File: config.mk
export PLATFORM = sky130hd
export DESIGN_NAME = spi_adc_scan_master
export DESIGN_NICKNAME = d
export VERILOG_FILES = /design/src/rtl/spi_adc_pkg.sv /design/src/rtl/spi_sclk_gen.sv /design/src/rtl/spi_adc_scan_master.sv
export SDC_FILE = /design/constraint.sdc
export NUM_CORES = 1
export LEC_CHECK = 0
export BUFFER_PORTS_ARGS = -buffer_cell sky130_fd_sc_hd__buf_2
export CAP_MARGIN = 20
export CORE_UTILIZATION = 55
export DETAILED_ROUTE_END_ITERATION = 6
export PLACE_DENSITY = 0.83
export SYNTH_ARGS = -nofsm -noshare
export SYNTH_HDL_FRONTEND = slang
export SYNTH_SLANG_ARGS = --single-unit
File: constraint.sdc
create_clock -name clk -period 3.7 [get_ports clk]
set_input_delay 0.555 -clock clk [delete_from_list [all_inputs] [get_ports clk]]
set_output_delay 0.555 -clock clk [all_outputs]
set_load 0.01 [all_outputs]
File: src/rtl/spi_adc_pkg.sv
// Shared types and constants for the SPI ADC scan master: FSM states,
// default parameter values and a constant-width helper.
package spi_adc_pkg;

   localparam int DEF_CLK_DIV    = 4;
   localparam int DEF_FRAME_BITS = 16;
   localparam int DEF_LEAD_BITS  = 3;
   localparam int DEF_DATA_W     = 8;
   localparam int DEF_N_CH       = 2;
   localparam int DEF_CH_W       = 1;
   localparam int DEF_QUIET_CYC  = 2;

   typedef enum logic [2:0] {
      ST_IDLE,
      ST_SELECT,
      ST_SHIFT,
      ST_DONE,
      ST_QUIET
   } state_t;

   // Ceiling log2 with a floor of 1 so it can size any counter or index.
   function automatic int clog2(input int v);
      int r;
      r = 0;
      for (int i = 0; i < 31; i++) begin
         if ((1 << i) < v) r = i + 1;
      end
      if (r < 1) r = 1;
      return r;
   endfunction

endpackage

File: src/rtl/spi_sclk_gen.sv
// SPI clock divider: while enabled, sclk is low for CLK_DIV cycles then high
// for CLK_DIV cycles; rise/fall strobe on the clk edge where sclk changes.
module spi_sclk_gen
   import spi_adc_pkg::*;
#(
   parameter int CLK_DIV = DEF_CLK_DIV
) (
   input  logic clk,
   input  logic n_rst,
   input  logic en,
   output logic sclk,
   output logic rise,
   output logic fall
);

   localparam int CW = clog2(CLK_DIV + 1);

   logic [CW-1:0] cnt;
   logic          phase;
   logic          half_end;

   assign half_end = (cnt == CW'(CLK_DIV - 1));

   always_ff @(posedge clk or negedge n_rst) begin
      if (!n_rst) begin
         cnt   <= '0;
         phase <= 1'b0;
      end else if (!en) begin
         cnt   <= '0;
         phase <= 1'b0;
      end else if (half_end) begin
         cnt   <= '0;
         phase <= ~phase;
      end else begin
         cnt   <= cnt + 1'b1;
      end
   end

   // Disabled clock idles high; enabled clock starts in its low half.
   assign sclk = ~en | phase;
   assign rise = en & ~phase & half_end;
   assign fall = en & phase & half_end;

endmodule

File: src/rtl/spi_adc_scan_master.sv
// Read-only SPI master scanning up to N_CH serial ADCs, one cs_n each,
// returning each captured sample with its channel tag.
module spi_adc_scan_master
   import spi_adc_pkg::*;
#(
   parameter int CLK_DIV    = DEF_CLK_DIV,
   parameter int FRAME_BITS = DEF_FRAME_BITS,
   parameter int LEAD_BITS  = DEF_LEAD_BITS,
   parameter int DATA_W     = DEF_DATA_W,
   parameter int N_CH       = DEF_N_CH,
   parameter int CH_W       = DEF_CH_W,
   parameter int QUIET_CYC  = DEF_QUIET_CYC
) (
   input  logic              clk,
   input  logic              n_rst,
   input  logic              start,
   input  logic              stop,
   input  logic              cont,
   input  logic [N_CH-1:0]   ch_mask,
   output logic              sclk,
   output logic [N_CH-1:0]   cs_n,
   input  logic              sdata,
   output logic              busy,
   output logic              data_valid,
   output logic [DATA_W-1:0] data,
   output logic [CH_W-1:0]   data_ch,
   output logic              led,
   output state_t            dbg_state
);

   // Control semantics: start is a one-cycle request honoured only in IDLE
   // with a non-zero ch_mask; stop is a level sampled every cycle and beats
   // start; data_valid is a one-cycle pulse with no back-pressure.

   localparam int BW   = clog2(FRAME_BITS + 1);
   localparam int TMAX = (CLK_DIV > QUIET_CYC) ? CLK_DIV : QUIET_CYC;
   localparam int TW   = clog2(TMAX + 1);

   state_t            state, state_d;
   logic [CH_W-1:0]   ch, ch_d;
   logic [N_CH-1:0]   mask_q, mask_d;
   logic              abort_q, abort_d;
   logic [TW-1:0]     tmr;
   logic [BW-1:0]     bit_cnt;
   logic [DATA_W-1:0] shreg;
   logic [CH_W-1:0]   low_ch, nxt_ch;
   logic              nxt_found;
   logic              sclk_en, rise, fall;
   logic              sel_end, quiet_end, frame_end, load_out;

   spi_sclk_gen #(.CLK_DIV(CLK_DIV)) u_sclk_gen (
      .clk   (clk),
      .n_rst (n_rst),
      .en    (sclk_en),
      .sclk  (sclk),
      .rise  (rise),
      .fall  (fall)
   );

   assign sclk_en   = (state == ST_SHIFT);
   assign sel_end   = (tmr == TW'(CLK_DIV - 1));
   assign quiet_end = (tmr == TW'(QUIET_CYC - 1));
   assign frame_end = fall && (bit_cnt == BW'(FRAME_BITS));
   assign load_out  = (state == ST_SHIFT) && (state_d == ST_DONE);

   // Lowest enabled channel of the live mask, and next enabled channel above ch.
   always_comb begin
      low_ch    = '0;
      nxt_ch    = '0;
      nxt_found = 1'b0;
      for (int i = N_CH - 1; i >= 0; i--) begin
         if (ch_mask[i]) low_ch = CH_W'(i);
         if (mask_q[i] && (i > int'(ch))) begin
            nxt_ch    = CH_W'(i);
            nxt_found = 1'b1;
         end
      end
   end

   always_ff @(posedge clk or negedge n_rst) begin
      if (!n_rst) begin
         state   <= ST_IDLE;
         ch      <= '0;
         mask_q  <= '0;
         abort_q <= 1'b0;
      end else begin
         state   <= state_d;
         ch      <= ch_d;
         mask_q  <= mask_d;
         abort_q <= abort_d;
      end
   end

   always_comb begin
      state_d = state;
      ch_d    = ch;
      mask_d  = mask_q;
      abort_d = abort_q;
      case (state)
         ST_IDLE: begin
            abort_d = 1'b0;
            if (!stop && start && (|ch_mask)) begin
               mask_d  = ch_mask;
               ch_d    = low_ch;
               state_d = ST_SELECT;
            end
         end
         ST_SELECT: if (sel_end) state_d = ST_SHIFT;
         ST_SHIFT:  if (frame_end) state_d = ST_DONE;
         ST_DONE:   state_d = ST_QUIET;
         ST_QUIET: begin
            if (quiet_end) begin
               if (abort_q) begin
                  state_d = ST_IDLE;
               end else if (nxt_found) begin
                  ch_d    = nxt_ch;
                  state_d = ST_SELECT;
               end else if (cont && (|ch_mask)) begin
                  mask_d  = ch_mask;
                  ch_d    = low_ch;
                  state_d = ST_SELECT;
               end else begin
                  state_d = ST_IDLE;
               end
            end
         end
         default: state_d = ST_IDLE;
      endcase
      // Abort drops the select at once and still honours the quiet gap.
      if (stop && (state != ST_IDLE)) begin
         state_d = ST_QUIET;
         abort_d = 1'b1;
      end
   end

   always_ff @(posedge clk or negedge n_rst) begin
      if (!n_rst) begin
         tmr     <= '0;
         bit_cnt <= '0;
         shreg   <= '0;
         data    <= '0;
         data_ch <= '0;
         led     <= 1'b0;
      end else begin
         if ((state == ST_IDLE) || (state_d != state) || stop) tmr <= '0;
         else                                                  tmr <= tmr + 1'b1;

         if (state != ST_SHIFT) bit_cnt <= '0;
         else if (rise)         bit_cnt <= bit_cnt + 1'b1;

         // bit_cnt is the 0-based frame index of the bit sampled on this rise.
         if ((state == ST_SHIFT) && rise && (bit_cnt >= BW'(LEAD_BITS)) &&
             (bit_cnt < BW'(LEAD_BITS + DATA_W)))
            shreg <= DATA_W'({shreg, sdata});

         if (load_out) begin
            data    <= shreg;
            data_ch <= ch;
            led     <= ~led;
         end
      end
   end

   always_comb begin
      cs_n = '1;
      if ((state == ST_SELECT) || (state == ST_SHIFT)) cs_n[ch] = 1'b0;
   end

   assign busy       = (state != ST_IDLE);
   assign data_valid = (state == ST_DONE);
   assign dbg_state  = state;

endmodule

# Word level (Yosys, flattened, before mapping)
# Index checks and enable logic that the tools add are counted.
# classes
add_sub_neg,3
n_mul,0
div,0
n_lt_le_gt_ge,5
eq_ne,18
shift,0
mux,36
bitwise_logic,9
reduce_logical,23
# op_table
operator,count
3-bit 2-to-1 mux,8
1-bit 2-to-1 mux,16
3-bit by 2-bit equality test with 1-bit output (second input constant),5
3-bit case mux with 5 select lines,1
2-bit 2-to-1 mux,6
2-bit inequality test (second input constant),6
1-bit logical AND,11
5-bit 2-to-1 mux,2
3-bit by 1-bit adder with 3-bit output (second input constant),2
3-bit by 1-bit equality test with 1-bit output (second input constant),2
6-bit AND reduction,1
2-bit nonzero test,3
5-bit by 1-bit adder with 5-bit output (second input constant),1
5-bit equality test (second input constant),1
5-bit by 2-bit >= comparator with 1-bit output (second input constant),1
5-bit by 4-bit less-than comparator with 1-bit output (second input constant),1
5-bit AND reduction,1
1-bit bitwise AND,4
2-bit case mux with 2 select lines,1
3-bit equality test (second input constant),1
3-bit zero test,1
1-bit logical OR,3
3-bit by 2-bit inequality test with 1-bit output (second input constant),1
3-bit inequality test,1
other kinds (12),14
# word_totals
ff_bits,37
latch_bits,0
ram_bits,0
rom_bits,0
in_bits,8
out_inout_bits,18
elab_cells,106
mem_count,0

# Logic depth before layout (Yosys ltp)
# logic_depth
ltp_word,12
ltp_mapped,6
mapped_depth_nobuf,6

# By module
# A second synthesis with hierarchy kept.
# unflattened
cells_unflattened,158
area_unflattened_um2,1785.5
# by_module_without_submodules
module,instances,cells_per_inst,area_per_inst_um2,seq_area_each_um2
spi_adc_scan_master,1,142,1600.3,800.8
spi_sclk_gen,1,16,185.2,100.1

# Worst setup path before layout
# Ideal clock, no wire load.
# synth_timing
path_type,register to register
startpoint,register state[2] (netlist: dbg_state[2])
endpoint,register data[0]
arrival_time_ns,1.927
setup_slack_ns,1.648
stages_incl_launch_ff,5
path_buffers,0
period_less_slack_ns,2.052
path_cell_list,dfrtp_1 or3b_1 or4_4 nor2_8 mux2_4
# synth_between
elab_chain_cells,9
word_cells_on_any_way,18
cone_classes,5 x eq/ne; 6 x mux; 2 x bitwise; 5 x reduce/logical
# synth_lines
element,line_no,source
from (decl),spi_adc_scan_master.sv:39,"state_t state, state_d;"
from (signal assigned),spi_adc_scan_master.sv:87,state <= state_d;
3-bit by 2-bit equality test with 1-bit output,"spi_adc_scan_master.sv:60, spi_adc_scan_master.sv:64, spi_adc_scan_master.sv:99",
1-bit bitwise AND (2 in a row),spi_sclk_gen.sv:42,assign fall = en & phase & half_end;
1-bit logical AND,spi_adc_scan_master.sv:63,assign frame_end = fall && (bit_cnt == BW'(FRAME_BITS));
3-bit 2-to-1 mux,spi_adc_scan_master.sv:109,ST_SHIFT: if (frame_end) state_d = ST_DONE;
3-bit case mux with 5 select lines,spi_adc_scan_master.sv:99,case (state)
3-bit 2-to-1 mux,spi_adc_scan_master.sv:130,if (stop && (state != ST_IDLE)) begin
3-bit by 2-bit equality test with 1-bit output,spi_adc_scan_master.sv:64,assign load_out = (state == ST_SHIFT) && (state_d == ST_DONE);
1-bit logical AND (*),spi_adc_scan_master.sv:64,
to (signal assigned),spi_adc_scan_master.sv:157,data <= shreg;
to (decl),spi_adc_scan_master.sv:25,"output logic [DATA_W-1:0] data,"
# Every way passes the cells marked *; elsewhere a longest branch is shown, timed or not.
# A chain may end at the register's enable or synchronous reset.

# Worst setup path after layout
# layout_timing
startpoint,register state[1] (netlist: dbg_state[1])
endpoint,output sclk
# layout_between
elab_chain_cells,3
# layout_lines
element,line_no,source
3-bit by 2-bit equality test with 1-bit output,spi_adc_scan_master.sv:60,assign sclk_en = (state == ST_SHIFT);
1-bit NOT,spi_sclk_gen.sv:40,assign sclk = ~en | phase;
1-bit OR,spi_sclk_gen.sv:40,
to (decl),spi_adc_scan_master.sv:20,"output logic sclk,"
# No other way between the ends.

==> reports/summary.json <==
{
  "outcome": {
    "status": "finished clean"
  },
  "floorplan": {
    "floorplan.rows": 20,
    "die_h_um": 59.0,
    "start_util_pct": 58.0,
    "pin_count": 26,
    "placeable_core_region_um2": 3080,
    "die-width_um": 59.0,
    "die-area_um2": 3480
  },
  "timing": {
    "setup_viol": 0,
    "rsz0062_at_grt": "no",
    "layout_min_cycle_time_ps": 2500,
    "worst_slack_ps": 1200,
    "timing.slew.headroom_pct": 48.0,
    "tightestPinTransition_ps": 781,
    "clock_skew_ps": 4.98,
    "period_share_pct": 67.5,
    "fmax_ghz": 0.400,
    "timing.setup.tns_ps": 0,
    "holdWs_ps": 287,
    "timing_max_transition_violations_final": 0,
    "final_hold_viol_count": 0
  },
  "detailed_routing": {
    "route.vias.total": 1223,
    "drt_iter0_markers": 81,
    "final_antenna_net_count": 0,
    "wire_per_inst_um": 13.9,
    "avgViaCountPerCell": 5.36,
    "route.detailed.drc": 0,
    "drtPass1Iterations": 4,
    "routed_wirelength_um": 3160
  },
  "run": {
    "timing.max_cap.violations": 0
  },
  "critical_path": {
    "worst-r2r-cell-count": 4,
    "worst_setup_path_start_kind": "register",
    "path_class": "reg2out",
    "worst_ep_arrival_time_ps": 1940,
    "endpoint_kind": "output port",
    "worst-path-max-fanout": 13,
    "wp_data_required_ps": 3140
  },
  "yosys": {
    "postSynthAreaPerCell_um2": 11.4,
    "syn-num-nets": 170,
    "mux_share_of_post_synthesis_cell_area_pct": 13.8,
    "postSynthCellCount": 156,
    "yosys.area.top_type": "sky130_fd_sc_hd__dfrtp_1",
    "synthTopCellsByArea": "sky130_fd_sc_hd__dfrtp_1, sky130_fd_sc_hd__mux2_4, sky130_fd_sc_hd__mux2_2",
    "yosysWarningCount": 0,
    "largest_family_of_logic_cells_by_synthesized_area": "simple AND/OR/NAND/NOR gates",
    "yosys_register_bits": 36,
    "yosysSeqAreaShare_pct": 50.5,
    "synth.top_cell.area_share_pct": 50.5,
    "synth-xor-area-share_pct": 3.43,
    "synthesis.area_um2": 1790,
    "synthesized_area_fraction_occupied_by_ao_oa_aoi_and_oai_cells_pct": 8.41,
    "yosys.area_share.adder_pct": 4.20,
    "synthDistinctLibCells": 37,
    "yosys.area_share.simple_pct": 16.7
  },
  "clock_network": {
    "postCtsHoldBufs": 0,
    "clock-sinks": 36,
    "cts_h_tree_lvls": 2,
    "path_clk_slew_ps": 110,
    "ctsRootBufferMaster": "sky130_fd_sc_hd__clkbuf_4",
    "post-cts-setup-buffers": 0,
    "clock_tree.buffer_depth": 2,
    "postCtsResizedCells": 0,
    "cts_tree": "done",
    "tritoncts.num_buffers": 5,
    "clock_insertion_delay_worst_skew_ps": 340
  },
  "power_and_ir_drop": {
    "total_power_density_per_cell_area_nw_per_um2": 442,
    "static-leakage-power_uw": 0.000981,
    "power.ir.vdd_worst_mv": 0.208
  },
  "layout": {
    "share_of_final_layout_standard_cells_stronger_than_drive_strength_1_pct": 31.0,
    "syn_to_final_growth_pct": 12.8,
    "regArea_um2": 901,
    "final_area_um2": 2010,
    "insertedDiodeCount": 0,
    "fillCellCount": 258,
    "final_nets": 197,
    "combined_area_of_the_multi_input_logic_cells_um2": 831,
    "post_layout_nonfiller_instances": 228
  },
  "grt": {
    "grt_pass1_wl_um": 5430,
    "grt_antenna_before_repair": 0,
    "grt_start_max_net_pins": 37,
    "grt_pass1_vias": 1232,
    "grt.overflow.total": 0,
    "grtUsageTotal_pct": 21.4
  },
  "placed_design": {
    "numPortBuffers": 25,
    "globalplace.congestion": 0.781,
    "dp_worst_setup_slack_ps": 1260,
    "dp.final_hpwl_um": 2380,
    "dpl.cell_count": 220,
    "detailed_place.area_um2": 1950
  },
  "min_path": {
    "holdCritPathClass": "in2async"
  }
}
## cells in the mapped netlist
library cell / n
sky130_fd_sc_hd__nand2b_1: 4
sky130_fd_sc_hd__o21a_1: 1
sky130_fd_sc_hd__a21o_1: 2
sky130_fd_sc_hd__a41oi_1: 1
sky130_fd_sc_hd__mux2i_1: 1
sky130_fd_sc_hd__a211oi_2: 1
sky130_fd_sc_hd__dfrtp_1: 36
sky130_fd_sc_hd__or3_1: 2
sky130_fd_sc_hd__a22o_1: 1
sky130_fd_sc_hd__a221o_1: 1
sky130_fd_sc_hd__mux2_4: 9
sky130_fd_sc_hd__nor3b_2: 1
sky130_fd_sc_hd__nand4_1: 2
sky130_fd_sc_hd__inv_1: 8
sky130_fd_sc_hd__nor2_8: 1
sky130_fd_sc_hd__or4_4: 1
sky130_fd_sc_hd__buf_2: 1
sky130_fd_sc_hd__nand2_1: 4
sky130_fd_sc_hd__clkbuf_1: 5
sky130_fd_sc_hd__mux2_2: 9
sky130_fd_sc_hd__o21ai_0: 9
sky130_fd_sc_hd__nand3_1: 5
sky130_fd_sc_hd__nand4b_1: 1
sky130_fd_sc_hd__a21oi_1: 5
sky130_fd_sc_hd__nor4bb_1: 1
sky130_fd_sc_hd__or3b_1: 2
sky130_fd_sc_hd__nor3_1: 6
sky130_fd_sc_hd__nor2b_1: 4
sky130_fd_sc_hd__and2_1: 1
sky130_fd_sc_hd__xnor2_1: 3
sky130_fd_sc_hd__o2111ai_1: 1
sky130_fd_sc_hd__nor3b_1: 1
sky130_fd_sc_hd__nor2_1: 14
sky130_fd_sc_hd__or2_2: 1
sky130_fd_sc_hd__o2bb2ai_1: 1
sky130_fd_sc_hd__ha_1: 6
sky130_fd_sc_hd__xor2_1: 4
## cells by family (layout without fill, tap and decap cells)
| logic type | count (synthesis) | count (layout) |
|---|---|---|
| AND/OR/NAND/NOR | 51 | 51 |
| flip-flops | 36 | 36 |
| AO/OA/AOI/OAI | 23 | 23 |
| multiplexers | 19 | 19 |
| buffers and inverters | 14 | 42 |
| XOR/XNOR | 7 | 7 |
| adder cells (fa/ha/maj) | 6 | 6 |
## placed cells by master (no fill, tap or decap), types with 2 or more instances in the layout
| cell | synthesis | final |
|---|---|---|
| sky130_fd_sc_hd__dfrtp_1 | 36 | 36 |
| sky130_fd_sc_hd__buf_2 | 1 | 25 |
| sky130_fd_sc_hd__nor2_1 | 14 | 14 |
| sky130_fd_sc_hd__mux2_2 | 9 | 9 |
| sky130_fd_sc_hd__o21ai_0 | 9 | 9 |
| sky130_fd_sc_hd__mux2_4 | 9 | 9 |
| sky130_fd_sc_hd__inv_1 | 8 | 8 |
| sky130_fd_sc_hd__nor3_1 | 6 | 6 |
| sky130_fd_sc_hd__ha_1 | 6 | 6 |
| sky130_fd_sc_hd__nand3_1 | 5 | 5 |
| sky130_fd_sc_hd__a21oi_1 | 5 | 5 |
| sky130_fd_sc_hd__clkbuf_4 | 0 | 5 |
| sky130_fd_sc_hd__nor2b_1 | 4 | 4 |
| sky130_fd_sc_hd__nand2_1 | 4 | 4 |
| sky130_fd_sc_hd__nand2b_1 | 4 | 4 |
| sky130_fd_sc_hd__xor2_1 | 4 | 4 |
| sky130_fd_sc_hd__xnor2_1 | 3 | 3 |
| sky130_fd_sc_hd__or3b_1 | 2 | 2 |
| sky130_fd_sc_hd__or3_1 | 2 | 2 |
| sky130_fd_sc_hd__a21o_1 | 2 | 2 |
| sky130_fd_sc_hd__nand4_1 | 2 | 2 |
## critical path, cell delays in order (launching register included)
cell and delay [ps]:
sky130_fd_sc_hd__dfrtp_1 560, sky130_fd_sc_hd__or3b_1 570, sky130_fd_sc_hd__or2_2 340, sky130_fd_sc_hd__buf_2 140
## routing by layer
metal	GRT usage (%)	routed length, um	vias to the layer above
li1	-	-	594
met1	25.4	1320	595
met2	37.2	1650	29
met3	5.68	147	5
met4	8.16	48	0
met5	0	0	-
## path summary, 6_finish.rpt
path / start / endpoint / slack [ps]
min in group clk: sdata / shreg[0]$_DFFE_PN0P_ / 440
worst max register to register: dbg_state[1]$_DFF_PN0_ / data[2]$_DFFE_PN0P_ / 1270
max in group asynchronous: n_rst / dbg_state[2]$_DFF_PN0_ / 2930
worst min-delay path: n_rst / shreg[5]$_DFFE_PN0P_ / 290
worst min register to register: u_sclk_gen.cnt[0]$_DFF_PN0_ / u_sclk_gen.cnt[0]$_DFF_PN0_ / 450
worst max-delay path: dbg_state[1]$_DFF_PN0_ / sclk / 1200
## layout make-up
| cell class | instances | share of cell area, % |
|---|---|---|
| clock buffers | 6 | 2.55 |
| clock inverters | 2 | 0.683 |
| inverters | 8 | 1.49 |
| multi-input cells | 106 | 41.2 |
| flip-flops and latches | 36 | 44.7 |
| well taps | 44 | 2.73 |
| repair buffers | 26 | 6.58 |
## power breakdown
part | switching [uW] | internal, uW
Clock | 134 | 94.0
Sequential | 44.8 | 424
Combinational | 112 | 82.3
## metrics by stage
step / power, uW / utilization [%]
after floorplan: 609 / -
after global placement: 654 / 63.3
after detailed placement: 671 / 63.3
after CTS: 899 / 65.4
after global routing: 953 / 65.4
final: 891 / 65.4
## state kept, by name, summed over array words and instances, names as in the netlist, 3 cells and up
name            cells
data                8
u_sclk_gen.cnt      3
tmr                 3
shreg               8
dbg_state           3
bit_cnt             5
No activity file was read; power rests on OpenSTA's default activity.
